`src/rtl/carbonz90_sigport_if.sv`:
```
// CPU I/O bus bundle between the core and the signature/poweroff debug port.
// The master drives the request fields; the port answers with rdata and an ack pulse.
interface carbonz90_sigport_if;
  logic       io_req;
  logic       io_we;
  logic [7:0] io_addr;
  logic [7:0] io_wdata;
  logic [7:0] io_rdata;
  logic       io_ack;

  modport master (
    output io_req, io_we, io_addr, io_wdata,
    input  io_rdata, io_ack
  );

  modport slave (
    input  io_req, io_we, io_addr, io_wdata,
    output io_rdata, io_ack
  );
endinterface

```
`src/rtl/carbonz90_sigport.sv`:
```
// Debug I/O port: firmware shifts signature bytes in and requests shutdown
// with a keyed two-write sequence. Registers live at BASE_ADDR..BASE_ADDR+3.
module carbonz90_sigport #(
  parameter logic [7:0] BASE_ADDR    = 8'hF0,
  parameter int         ACK_LAT      = 1,
  parameter logic [7:0] POWEROFF_KEY = 8'hA5
) (
  input  logic                 clk,
  input  logic                 rst_n,
  carbonz90_sigport_if.slave   bus,
  output logic [31:0]          signature,
  output logic                 sig_valid,
  output logic                 poweroff
);

  typedef enum logic [1:0] {B_IDLE, B_WAIT, B_ACK, B_RECOVER} bus_st_t;
  typedef enum logic [1:0] {A_DISARMED, A_ARMED, A_FIRED} arm_st_t;

  localparam logic [2:0] LAT_M1 = 3'(ACK_LAT - 1);

  bus_st_t     r_bus_st, w_bus_nxt;
  arm_st_t     r_arm_st, w_arm_nxt;
  logic [2:0]  r_cnt;
  logic [31:0] r_sig;
  logic [2:0]  r_byte_cnt;
  logic [7:0]  r_rdata;
  logic        w_armed;

  logic [7:0]  w_off_full;
  logic [1:0]  w_off;
  logic        w_hit;
  logic        w_do;
  logic        w_wr_po;

  function automatic logic [2:0] sat_inc(input logic [2:0] v);
    return (v >= 3'd4) ? 3'd4 : v + 3'd1;
  endfunction

  function automatic logic [7:0] read_mux(input logic [1:0]  off,
                                          input logic [31:0] sig,
                                          input logic [2:0]  cnt,
                                          input logic        po,
                                          input logic        armed);
    case (off)
      2'd0:    return sig[7:0];
      2'd1:    return {7'b0, (cnt == 3'd4)};
      2'd2:    return 8'h00;
      default: return {3'b0, po, armed, cnt};
    endcase
  endfunction

  // Modular subtraction keeps the window correct for any BASE_ADDR alignment.
  assign w_off_full = bus.io_addr - BASE_ADDR;
  assign w_hit      = (w_off_full < 8'd4);
  assign w_off      = w_off_full[1:0];
  assign w_do       = (r_bus_st == B_WAIT) && (r_cnt == 3'd0);
  assign w_wr_po    = bus.io_we && (w_off == 2'd2);

  // ---- bus FSM: state register / next state / outputs
  always_ff @(posedge clk or negedge rst_n) begin
    if (!rst_n) begin
      r_bus_st <= B_IDLE;
      r_cnt    <= 3'd0;
    end else begin
      r_bus_st <= w_bus_nxt;
      if (r_bus_st == B_IDLE && bus.io_req && w_hit)
        r_cnt <= LAT_M1;
      else if (r_bus_st == B_WAIT && r_cnt != 3'd0)
        r_cnt <= r_cnt - 3'd1;
    end
  end

  always_comb begin
    w_bus_nxt = r_bus_st;
    case (r_bus_st)
      B_IDLE:    if (bus.io_req && w_hit) w_bus_nxt = B_WAIT;
      B_WAIT:    if (r_cnt == 3'd0)       w_bus_nxt = B_ACK;
      B_ACK:                              w_bus_nxt = B_RECOVER;
      B_RECOVER: if (!bus.io_req)         w_bus_nxt = B_IDLE;
      default:                            w_bus_nxt = B_IDLE;
    endcase
  end

  always_comb begin
    bus.io_ack   = (r_bus_st == B_ACK);
    bus.io_rdata = (r_bus_st == B_ACK) ? r_rdata : 8'h00;
  end

  // ---- arm FSM: state register / next state / outputs
  always_ff @(posedge clk or negedge rst_n) begin
    if (!rst_n) r_arm_st <= A_DISARMED;
    else        r_arm_st <= w_arm_nxt;
  end

  always_comb begin
    w_arm_nxt = r_arm_st;
    if (w_do) begin
      case (r_arm_st)
        A_DISARMED:
          if (w_wr_po && bus.io_wdata == POWEROFF_KEY) w_arm_nxt = A_ARMED;
        A_ARMED:
          if (w_wr_po && bus.io_wdata == POWEROFF_KEY)       w_arm_nxt = A_ARMED;
          else if (w_wr_po && bus.io_wdata == ~POWEROFF_KEY) w_arm_nxt = A_FIRED;
          else                                               w_arm_nxt = A_DISARMED;
        A_FIRED:  w_arm_nxt = A_FIRED;
        default:  w_arm_nxt = A_DISARMED;
      endcase
    end
  end

  always_comb begin
    w_armed  = (r_arm_st == A_ARMED);
    poweroff = (r_arm_st == A_FIRED);
  end

  // ---- register file: the access is performed on the edge entering ACK
  always_ff @(posedge clk or negedge rst_n) begin
    if (!rst_n) begin
      r_sig      <= 32'h0;
      r_byte_cnt <= 3'd0;
      r_rdata    <= 8'h00;
    end else if (w_do) begin
      r_rdata <= bus.io_we ? 8'h00
                           : read_mux(w_off, r_sig, r_byte_cnt, poweroff, w_armed);
      // Once poweroff fires the signature is frozen for post-mortem readout.
      if (bus.io_we && !poweroff) begin
        if (w_off == 2'd0) begin
          r_sig      <= {bus.io_wdata, r_sig[31:8]};
          r_byte_cnt <= sat_inc(r_byte_cnt);
        end else if (w_off == 2'd1 && bus.io_wdata[0]) begin
          r_sig      <= 32'h0;
          r_byte_cnt <= 3'd0;
        end
      end
    end
  end

  assign signature = r_sig;
  assign sig_valid = (r_byte_cnt == 3'd4);

endmodule

```
`src/flat_wrapper.sv`:
```
// flat-port wrapper written by rule: the top's interface ports become plain ports
module carbonz90_sigport_flat 
#(
  parameter logic [7:0] BASE_ADDR    = 8'hF0,
  parameter int         ACK_LAT      = 1,
  parameter logic [7:0] POWEROFF_KEY = 8'hA5
)
  (clk, rst_n, signature, sig_valid, poweroff, bus_io_req, bus_io_we, bus_io_addr, bus_io_wdata, bus_io_rdata, bus_io_ack);
  carbonz90_sigport_if bus_i ();
  input  logic clk;
  input  logic rst_n;
  output logic [31:0] signature;
  output logic sig_valid;
  output logic poweroff;
  input wire logic [$bits(bus_i.io_req)-1:0] bus_io_req;
  input wire logic [$bits(bus_i.io_we)-1:0] bus_io_we;
  input wire logic [$bits(bus_i.io_addr)-1:0] bus_io_addr;
  input wire logic [$bits(bus_i.io_wdata)-1:0] bus_io_wdata;
  output wire logic [$bits(bus_i.io_rdata)-1:0] bus_io_rdata;
  output wire logic [$bits(bus_i.io_ack)-1:0] bus_io_ack;
  assign bus_i.io_req = bus_io_req;
  assign bus_i.io_we = bus_io_we;
  assign bus_i.io_addr = bus_io_addr;
  assign bus_i.io_wdata = bus_io_wdata;
  assign bus_io_rdata = bus_i.io_rdata;
  assign bus_io_ack = bus_i.io_ack;
  carbonz90_sigport #(.BASE_ADDR(BASE_ADDR), .ACK_LAT(ACK_LAT), .POWEROFF_KEY(POWEROFF_KEY)) u_core (.clk(clk), .rst_n(rst_n), .bus(bus_i), .signature(signature), .sig_valid(sig_valid), .poweroff(poweroff));
endmodule
```
`config.mk`:
```
export PLATFORM = sky130hd
export DESIGN_NAME = carbonz90_sigport_flat
export DESIGN_NICKNAME = d
export VERILOG_FILES = /design/src/rtl/carbonz90_sigport_if.sv /design/src/rtl/carbonz90_sigport.sv /design/src/flat_wrapper.sv
export SDC_FILE = /design/constraint.sdc
export NUM_CORES = 1
export LEC_CHECK = 0
export BUFFER_PORTS_ARGS = -buffer_cell sky130_fd_sc_hd__buf_2
export CAP_MARGIN = 20
export CORE_MARGIN = 1.5
export CORE_UTILIZATION = 25
export DETAILED_ROUTE_END_ITERATION = 6
export GPL_TIMING_DRIVEN = 0
export SYNTH_ARGS = -nofsm -noshare
export SYNTH_HDL_FRONTEND = slang
export SYNTH_SLANG_ARGS = --single-unit
```
`constraint.sdc`:
```
create_clock -name clk -period 2.3 [get_ports clk]
set_input_delay 0.115 -clock clk [delete_from_list [all_inputs] [get_ports clk]]
set_output_delay 0.115 -clock clk [all_outputs]
set_load 0.02 [all_outputs]
```
==> results of run 1 <==
## tightest hold or removal path: stages
cell and delay [ns]:
buf_2 0.12, nand2_1 0.05, o21ai_0 0.06
## state kept, by name, summed over array words and instances, names as in the netlist
register and flops:
u_core.r_cnt 3, u_core.signature 32, u_core.r_byte_cnt 3, u_core.r_bus_st 2, u_core.r_rdata 8, u_core.r_arm_st 2
## final cells by class
type                            count  area, um^2
Timing Repair Buffer               64         340
Inverter                           13        48.8
Tap cell                          129         161
Sequential cell                    50        1250
Clock inverter                      1        5.00
Fill cell                         997        6280
Multi-Input combinational cell    175        1030
Buffer                             12        81.3
Clock buffer                        7        86.3
## metal layers
layer / GRT usage / vias to the layer above / wire (um)
li1: - / 990 / -
met1: 0.190 / 975 / 3120
met2: 0.210 / 53 / 2790
met3: 0.0255 / 4 / 337
met4: 0.0224 / 0 / 34
met5: 0 / - / 0
## power by group
group	internal, mW	switching (mW)
sequential	0.991	0.105
clock	0.244	0.290
combinational	0.248	0.447
total	1.48	0.842
## synthesized netlist by cell type, drive strengths merged, types with 2 or more instances
cell type   n  area [um^2]
nand2      70          263
dfrtp      50         1250
o21ai      38          190
inv        13         48.8
and2        9         56.3
ha          9          113
buf         7         62.6
nor3        6         41.3
clkbuf      5         18.8
a21oi       4         20.0
a22o        3         26.3
mux2i       3         30.0
nand3       3         15.0
nand3b      3         22.5
a222oi      2         20.0
nand4b      2         17.5
nor2        2         7.51
nor4        2         33.8
## cells in the final DEF, fill, tap and decap left out, types with 4 or more instances in the layout
cell type / netlist / layout
a21oi_1: 4 / 4
and2_1: 9 / 9
buf_2: 2 / 64
buf_6: 4 / 4
clkbuf_1: 5 / 6
clkbuf_8: 0 / 6
dfrtp_1: 50 / 50
ha_1: 9 / 9
inv_1: 13 / 13
nand2_1: 70 / 70
nor3_1: 5 / 5
o21ai_0: 33 / 33
o21ai_1: 5 / 5
## kinds of logic (layout without fill, tap and decap cells)
group / count (synthesis) / in the layout / synth area share
XOR/XNOR: 1 / 1 / 0.00364
adder cells (fa/ha/maj): 9 / 9 / 0.0467
flip-flops: 50 / 50 / 0.519
AND/OR/NAND/NOR: 105 / 105 / 0.215
buffers and inverters: 25 / 97 / 0.0540
multiplexers: 4 / 4 / 0.0171
AO/OA/AOI/OAI: 56 / 56 / 0.144
## timing repair
action                    CTS  global route
hold endpoints to repair   23             0
setup buffers               0             0
hold buffers                1             0
## worst paths after layout
| path | startpoint | cells after the start | end | slack, ns |
|---|---|---|---|---|
| max in group asynchronous | rst_n | 3 | u_core.signature[12]$_DFFE_PN0P_ | 1.42 |
| hold reg to reg | u_core.r_rdata[0]$_DFFE_PN0P_ | 2 | u_core.r_rdata[0]$_DFFE_PN0P_ | 0.49 |
| setup reg to reg | u_core.r_bus_st[1]$_DFFE_PN0P_ | 9 | u_core.signature[10]$_DFFE_PN0P_ | 0.48 |
| min in group asynchronous | rst_n | 2 | u_core.r_rdata[7]$_DFFE_PN0P_ | 0.35 |
| hold / removal | bus_io_wdata[4] | 3 | u_core.signature[28]$_DFFE_PN0P_ | 0.08 |
| setup / recovery | u_core.r_bus_st[1]$_DFFE_PN0P_ | 9 | u_core.signature[10]$_DFFE_PN0P_ | 0.48 |
==> key figures, run 1 <==
Finish
  • Finished Cell Area: 3000 um^2
  • Share of layout cells above drive strength 1: 0.261
  • Antenna diodes: 0
  • Layout Cells excl Fill: 451
  • Final net count: between 300 and 400
  • Post-route core utilization: 0.323
  • Area Overhead vs Synth: 24.6%

Worst setup path
  • Worst Setup Start Kind: register
  • Arr. time, crit path: between 1.5 and 2 ns
  • Most used cell, CP: buf_6
  • Crit end category: register
  • Critical Path Fanout Max: 10
  • WS Path Type: reg2reg
  • Slowest CP cell: dfrtp_1
  • CP bufs+invs: 4
  • Crit path cell chain: inv_1, ha_1, and3b_1, buf_4, o2111ai_4, buf_6, buf_6, nand2_1, o21ai_0
  • Crit path max-delay family: buffers and inverters
  • Required @ worst endpoint: between 2 and 2.5 ns
  • Crit-path max cell delay: 0.42 ns

Detailed routing
  • Pre-Repair DR Iteration Count: 4
  • Total vias in the final route: 2022
  • Residual DRC: 0
  • First DRT Iteration DRCs: 126
  • ANT nets after route: 0
  • Avg WL per Cell: 13.9 um
  • DR vias/cell: between 4 and 5
  • Final WL: roughly 6300 um

Global routing
  • GRT Residual Overflow: 0
  • Vias in the first global route: 2022
  • First-pass GRT wire length: roughly 11000 um
  • Tot GR Track Use: 0.132
  • Initial antenna violation count: 0
  • Largest net degree at the start of global routing: 28

STA
  • Worst Setup Slack, final: a little under 0.5 ns
  • RSZ-0062 raised after global routing: false
  • Slew at the pin closest to its max-slew limit: between 0.5 and 0.6 ns
  • Relative slew slack: 0.623
  • Tcrit/Tclk final: 0.791
  • Slew Viols, Final: 0
  • Endpoints failing hold: 0
  • Final Skew: between 0.003 and 0.004 ns
  • Max Freq: approximately 0.55 GHz
  • Tmin final: around 1.8 ns
  • Setup violations, final: 0
  • Fin Hold WS: roughly 0.08 ns
  • Final setup TNS: 0 ns

Placement
  • Placed cell area: around 2900 um^2
  • Input/output buffers: 62
  • Place WS: 0.480 ns
  • RePlAce Congestion: 0.773
  • Hpwl dp: between 4000 and 5000 um
  • Placed Cells: 442

Die
  • Row count: 35
  • Ports: 63
  • Core ar.: between 9000 and 10000 um^2
  • Die height: around 100 um
  • Die area: 10200 um^2
  • Die X: 101 um
  • Initial Utilization: 0.260

Clock network
  • Clock sink total: 50
  • Number of CTS-inserted buffers: 5
  • Later-pin clock latency in the skew report: 0.30 ns
  • Deepest clock path buffer count: 2
  • Root Driver: clkbuf_8
  • Post_cts resized: 0
  • H-tree depth: 2
  • TritonCTS clock tree: done
  • Clk pin slew, worst setup/hold paths: 0.09 ns

Synthesis
  • Async SR Flop Fraction: 1.00
  • Synth warnings: 0
  • Synth cell types: 42
  • Post-synthesis cell count: between 200 and 300
  • Top FF cell, synth: dfrtp_1
  • Syn nets: about 280
  • Post-synth EDFFs: 0
  • Sequential fraction of the synthesis area: 0.519
  • Avg Cell Area, Syn: around 9.6 um^2
  • Post-Syn Area: 2410 um^2
  • Register bit count reported by yosys: 50

Flow run
  • MaxCap Viol Count: 0

Pwr
  • Power Dens Cells: about 770 nW/um^2
  • Leak pwr: 1.47 nW
  • Total power: ~2.3 mW
  • Peak supply drop: 0.000423 V

Worst hold path
  • Worst min path class: in2reg

Run status
  • Status: completed
Power figures use the tool's default switching activity.
==> inputs of run 2 (changes only) <==
clock period = 1.59 ns   (was 2.3 ns; I/O delays follow)
==> key figures, run 2 (synthesized netlist as in run 1, its figures left out) <==
Worst setup path
  • Critical Path Fanout Max: 6 (-4)
  • Crit end category: register
  • WS Path Type: reg2reg
  • FF-to-FF Start: u_core.r_bus_st[1]$_DFFE_PN0P_
  • Required @ worst endpoint: 1.80 ns (-0.67 ns)
  • Worst Setup Start Kind: register
  • Arr. time, crit path: 1.83 ns (-0.16 ns)
  • RR Endpoint: u_core.signature[23]$_DFFE_PN0P_
  • Reg2Reg Depth: 9 (unchanged)
  • R2R setup slack: -0.04 ns (-0.52 ns)
  • CP bufs+invs: 4 (unchanged)
  • Setup crit start: u_core.r_bus_st[1]$_DFFE_PN0P_
  • Crit path cell chain: inv_2, ha_4, and3b_1, buf_6, o2111ai_4, buf_8, clkbuf_16, nand2_2, o21ai_1
  • Crit-path max cell delay: 0.41 ns (about the same)
  • Slowest CP cell: dfrtp_1
  • Crit path max-delay family: buffers and inverters

Die
  • Ports: 63 (unchanged)
  • Die X: 101 um (unchanged)
  • Core ar.: 9280 um^2 (unchanged)
  • Die area: 10200 um^2 (unchanged)
  • Initial Utilization: 0.260 (unchanged)
  • Die height: 101 um (unchanged)
  • Row count: 35 (unchanged)

Clock network
  • Root Driver: clkbuf_8
  • Clk pin slew, worst setup/hold paths: 0.10 ns (about the same)
  • Clock sink total: 50 (unchanged)
  • Deepest clock path buffer count: 2 (unchanged)
  • H-tree depth: 2 (unchanged)
  • TritonCTS clock tree: done
  • Number of CTS-inserted buffers: 5 (unchanged)
  • Later-pin clock latency in the skew report: 0.31 ns (about the same)

Detailed routing
  • Residual DRC: 0 (unchanged)
  • Final WL: 6970 um (+11%)
  • Pre-Repair DR Iteration Count: 4 (unchanged)
  • Avg WL per Cell: 15.0 um (+7.4%)
  • ANT nets after route: 0 (unchanged)
  • First DRT Iteration DRCs: 59 (-53%)
  • Total vias in the final route: 2096 (+3.7%)
  • DR vias/cell: 4.50 (+0.32%)

Run status
  • Failing checks: setup timing
  • Status: finished, violations left

Global routing
  • Tot GR Track Use: 0.137 (+0.00457)
  • Initial antenna violation count: 0 (unchanged)
  • Largest net degree at the start of global routing: 28 (unchanged)
  • GRT Residual Overflow: 0 (unchanged)
  • Vias in the first global route: 2095 (+3.6%)
  • First-pass GRT wire length: 11000 um (+3.9%)

Finish
  • Layout Cells excl Fill: 466 (+3.3%)
  • Multi-input logic area: 1190 um^2 (+15%)
  • Share of layout cells above drive strength 1: 0.433 (+0.172)
  • Max reg flops: 32 (unchanged)
  • Most frequent cells in the layout: 62 x buf_2, 50 x dfrtp_1, 47 x nand2_1
  • Commonest non-fill, non-tap cell in the layout: buf_2
  • Register area: 1250 um^2 (unchanged)
  • Post-route core utilization: 0.363 (+0.0392)
  • Antenna diodes: 0 (unchanged)
  • Area Overhead vs Synth: 39.7%
  • Filler Cell Count: 991 (-0.60%)
  • Final net count: 365 (+4.3%)

Pwr
  • Power Dens Cells: 1140 nW/um^2 (+47%)
  • Leak pwr: 1.60 nW (+9.4%)
  • Peak supply drop: 0.000622 V (+47%)
  • Total power: 3.83 mW (+65%)

Worst hold path
  • Worst min path class: in2reg
  • Min-delay src: bus_io_wdata[6]
  • Hold path depth: 3 (unchanged)
  • Sink of the worst hold path: u_core.signature[30]$_DFFE_PN0P_

STA
  • Slew at the pin closest to its max-slew limit: 0.598 ns (+0.0326 ns)
  • Tcrit/Tclk final: 1.02 (+0.231)
  • Relative slew slack: 0.602 (-0.0218)
  • RSZ-0062 raised after global routing: true
  • Max Freq: 0.615 GHz (+12%)
  • Setup violations, final: 31 (+31)
  • Tmin final: 1.63 ns (-0.195 ns)
  • Slew Viols, Final: 0 (unchanged)
  • Final Skew: 0.0111 ns (+0.00748 ns)
  • Endpoints failing hold: 0 (unchanged)
  • Final setup TNS: -0.491 ns (-0.491 ns)
  • Worst Setup Slack, final: -0.0350 ns (-0.515 ns)

Placement
  • RePlAce Congestion: 0.772 (about the same)
  • Place WS: -0.168 ns (-0.648 ns)
  • Hpwl dp: 4900 um (+0.42%)
  • Input/output buffers: 62 (unchanged)
  • Placed Cells: 442 (unchanged)

Flow run
  • MaxCap Viol Count: 0 (unchanged)
run 2: worst max-delay path by stage:
stage | end | cells past startpoint
floorplan | u_core.signature[10]$_DFFE_PN0P_ | 9
global placement | u_core.signature[29]$_DFFE_PN0P_ | 9
detailed placement | u_core.signature[29]$_DFFE_PN0P_ | 9
CTS | u_core.signature[29]$_DFFE_PN0P_ | 8
global route | u_core.signature[24]$_DFFE_PN0P_ | 9
finish | u_core.signature[23]$_DFFE_PN0P_ | 9
run 2: routing by layer:
layer  part of all wire  vias up  routed length, um  GRT usage
met3              0.044        6                308     0.0297
met5                  0        -                  0          0
met4             0.0075        0                 52     0.0299
met1               0.47     1018               3250      0.187
met2               0.48       51               3360      0.223
li1                   -     1021                  -          -
run 2: where the power goes:
part / switching (mW) / internal [mW] / total [mW]
Combinational: 0.795 / 0.613 / 1.41
Clock: 0.447 / 0.359 / 0.806
Sequential: 0.185 / 1.43 / 1.62
Total: 1.43 / 2.41 / 3.83
run 2: worst register-to-register path: cells and delay by family, from the launching register on:
| kind | cells | cell delay, ns |
|---|---|---|
| compound gates | 2 | 0.17 |
| flops | 1 | 0.41 |
| simple gates | 2 | 0.24 |
| fa+ha+maj | 1 | 0.16 |
| buf+inv | 4 | 0.57 |
run 2: area by class of cell:
cell class,count,area share
buffer,12,0.0357
clock buffer,6,0.0245
clock inverter,2,0.00520
inverter,13,0.0145
multi-input combinational,175,0.353
sequential,50,0.372
tap,129,0.0479
timing repair buffer,79,0.148
run 2: repair_timing:
action	CTS	global route
resized for setup	22	76
setup buffers	9	2
endpoints found under the setup margin	46	47
hold buffers	1	0
cloned	3	1
hold endpoints to repair	23	0
pin swaps	3	10
run 2: per-stage QoR:
stage / hold slack, ns / cell area [um^2]
floorplan: -0.216 / 2410
global placement: 0.349 / 2880
detailed placement: 0.117 / 2900
CTS: 0.0172 / 3170
global route: 0.0270 / 3370
finish: 0.0287 / 3370
==> inputs of run 3 (changes only) <==
CTS_BUF_LIST = sky130_fd_sc_hd__clkbuf_2   (was not set)
CTS_CLUSTER_SIZE = 30   (was not set)
SLEW_MARGIN = 20   (was not set)
==> key figures, run 3 (synthesized netlist as in run 1, its figures left out) <==
Pwr
  • Sw frac: 0.391 (+0.0186)
  • P_int: 2.09 mW (-13%)
  • Power Dens Cells: 1060 nW/um^2 (-6.5%)
  • Peak supply drop: 0.000530 V (-15%)
  • Comb power frac: 0.373 (+0.006)
  • Sw Pwr: 1.34 mW (-6.1%)
  • Seq pwr share: 0.466 (+0.044)
  • Clock power frac: 0.160 (-0.050)
  • Leak pwr: 1.53 nW (-4.7%)

Die
  • Ports: 63 (unchanged)
  • Die area: 10200 um^2 (unchanged)
  • Core ar.: 9280 um^2 (unchanged)
  • Initial Utilization: 0.260 (unchanged)
  • Die height: 101 um (unchanged)
  • Die X: 101 um (unchanged)
  • Row count: 35 (unchanged)

Worst setup path
  • Setup crit start: u_core.r_bus_st[1]$_DFFE_PN0P_
  • WS Path Type: reg2reg
  • Most used cell, CP: buf_6
  • Worst Setup Start Kind: register
  • Crit end category: register
  • Required @ worst endpoint: 1.95 ns (+0.15 ns)
  • FF-to-FF Start: u_core.r_bus_st[1]$_DFFE_PN0P_
  • Slowest CP cell: dfrtp_1
  • CP bufs+invs: 4 (unchanged)
  • Crit path max-delay family: buffers and inverters
  • Crit-path max cell delay: 0.45 ns (+0.04 ns)
  • Crit path cell chain: inv_2, ha_4, and3b_1, buf_6, o2111ai_4, buf_6, buf_8, nand2_1, o21ai_1
  • Arr. time, crit path: 1.96 ns (+0.13 ns)
  • Critical Path Fanout Max: 10 (+4)

Global routing
  • Met3 Track Usage GR: 0.0290 (-0.000690)
  • First-pass GRT wire length: 10900 um (-0.44%)
  • Busiest grt layer: met2
  • M1 GR Usage: 0.187 (about the same)
  • Largest net degree at the start of global routing: 51 (+82%)
  • Met2 Track Usage GR: 0.223 (-0.000516)
  • Initial antenna violation count: 0 (unchanged)
  • GRT Residual Overflow: 0 (unchanged)
  • Tot GR Track Use: 0.136 (about the same)
  • Vias in the first global route: 2089 (-0.29%)

STA
  • Final Skew: 0.0313 ns (+0.0202 ns)
  • Worst Setup Slack, final: -0.0126 ns (+0.0224 ns)
  • Endpoints failing hold: 0 (unchanged)
  • Tmin final: 1.60 ns (-0.0224 ns)
  • Tcrit/Tclk final: 1.01 (-0.0141)
  • Relative slew slack: 0.567 (-0.0344)
  • Max Freq: 0.624 GHz (+1.4%)
  • Setup violations, final: 4 (-87%)
  • Slew Viols, Final: 0 (unchanged)
  • Slew at the pin closest to its max-slew limit: 0.649 ns (+0.0516 ns)
  • RSZ-0062 raised after global routing: true

Clock network
  • Clock sink total: 50 (unchanged)
  • TritonCTS clock tree: done
  • Later-pin clock latency in the skew report: 0.46 ns (+0.15 ns)
  • Number of CTS-inserted buffers: 5 (unchanged)
  • Deepest clock path buffer count: 2 (unchanged)
  • Clk pin slew, worst setup/hold paths: 0.25 ns (+0.15 ns)
  • H-tree depth: 2 (unchanged)
  • Root Driver: clkbuf_2

Detailed routing
  • Residual DRC: 0 (unchanged)
  • ANT nets after route: 0 (unchanged)
  • Pre-Repair DR Iteration Count: 4 (unchanged)
  • Total vias in the final route: 2094 (-0.095%)
  • First DRT Iteration DRCs: 80 (+36%)
  • Avg WL per Cell: 14.2 um (-5.0%)
  • DR vias/cell: 4.45 (-1.2%)
  • Final WL: 6700 um (-4.0%)

Placement
  • RePlAce Congestion: 0.772 (unchanged)
  • Placed Cells: 441 (-0.23%)
  • Hpwl dp: 4810 um (-1.9%)
  • Input/output buffers: 62 (unchanged)

Run status
  • Status: finished, violations left
  • Failing checks: setup timing

Worst hold path
  • Min-delay src: bus_io_addr[4]
  • Worst min path class: in2reg

Finish
  • Max reg flops: 32 (unchanged)
  • Commonest non-fill, non-tap cell in the layout: nand2_1
  • Area Overhead vs Synth: 33.7%
  • Most frequent cells in the layout: 70 x nand2_1, 55 x buf_2, 49 x dfrtp_1
  • Share of layout cells above drive strength 1: 0.307 (-0.126)
  • Layout Cells excl Fill: 471 (+1.1%)
  • Post-route core utilization: 0.347 (-0.0156)
  • Final net count: 370 (+1.4%)
  • Filler Cell Count: 1019 (+2.8%)
  • Antenna diodes: 0 (unchanged)

Flow run
  • MaxCap Viol Count: 0 (unchanged)
-- run 3: worst register-to-register path: stages, from the launching register on --
cell and delay (ns):
dfrtp_1 0.45, inv_2 0.09, ha_4 0.14, and3b_1 0.18, buf_6 0.11, o2111ai_4 0.12, buf_6 0.19, buf_8 0.14
nand2_1 0.06, o21ai_1 0.06
-- run 3: metrics by stage --
stage          hold WS (ns)  instance area (um^2)  setup WS, ns  setup TNS, ns  power (mW)
2_1_floorplan        -0.216                  2410        0.0106              0        2.25
3_3_place_gp          0.349                  2880        -0.145          -4.12        2.60
3_5_place_dp          0.155                  2890        -0.187          -5.39        2.64
4_1_cts              0.0339                  3180       -0.0360         -0.282        3.41
5_1_grt              0.0330                  3220        -0.121          -3.93        3.65
6_report             0.0353                  3220       -0.0126        -0.0266        3.43
-- run 3: power groups by stage --
stage,Clock (mW),Sequential (mW),Combinational (mW)
finish,0.550,1.60,1.28
global route,0.604,1.62,1.43
CTS,0.558,1.59,1.26
detailed placement,0,1.61,1.03
global placement,0,1.61,0.991
floorplan,0,1.72,0.533
-- run 3: path summary, 6_finish.rpt --
path	to	slack [ns]	cells after the start
min in group asynchronous	u_core.signature[29]$_DFFE_PN0P_	0.16	2
setup reg to reg	u_core.r_byte_cnt[1]$_DFFE_PN0P_	-0.01	9
hold / removal	u_core.r_cnt[2]$_DFFE_PN0P_	0.04	4
hold reg to reg	u_core.r_rdata[0]$_DFFE_PN0P_	0.52	2
setup / recovery	u_core.r_byte_cnt[1]$_DFFE_PN0P_	-0.01	9
max in group asynchronous	u_core.r_bus_st[0]$_DFFE_PN0P_	0.96	2
-- run 3: layer usage --
| metal | wire, um | part of all wire |
|---|---|---|
| met5 | 0 | 0 |
| met4 | 61 | 0.0091 |
| met3 | 409 | 0.061 |
| met2 | 3130 | 0.47 |
| met1 | 3100 | 0.46 |
-- run 3: cell type report --
cell class	instances	area, um^2	area share
well taps	129	161	0.0501
repair buffers	84	531	0.165
multi-input cells	175	1080	0.335
inverters	13	51.3	0.0159
clock buffers	5	25.0	0.00777
flip-flops and latches	50	1250	0.389
clock inverters	3	21.3	0.00660
plain buffers	12	101	0.0315
-- run 3: what timing repair did --
action / 4_1_cts / 5_1_grt
cloned: 0 / 0
endpoints found under the setup margin: 48 / 50
pin swaps: 6 / 8
buffers inserted: 7 / 1
endpoints found under the hold margin: 64 / 0
hold buffers: 14 / 0
gates resized for setup: 35 / 18
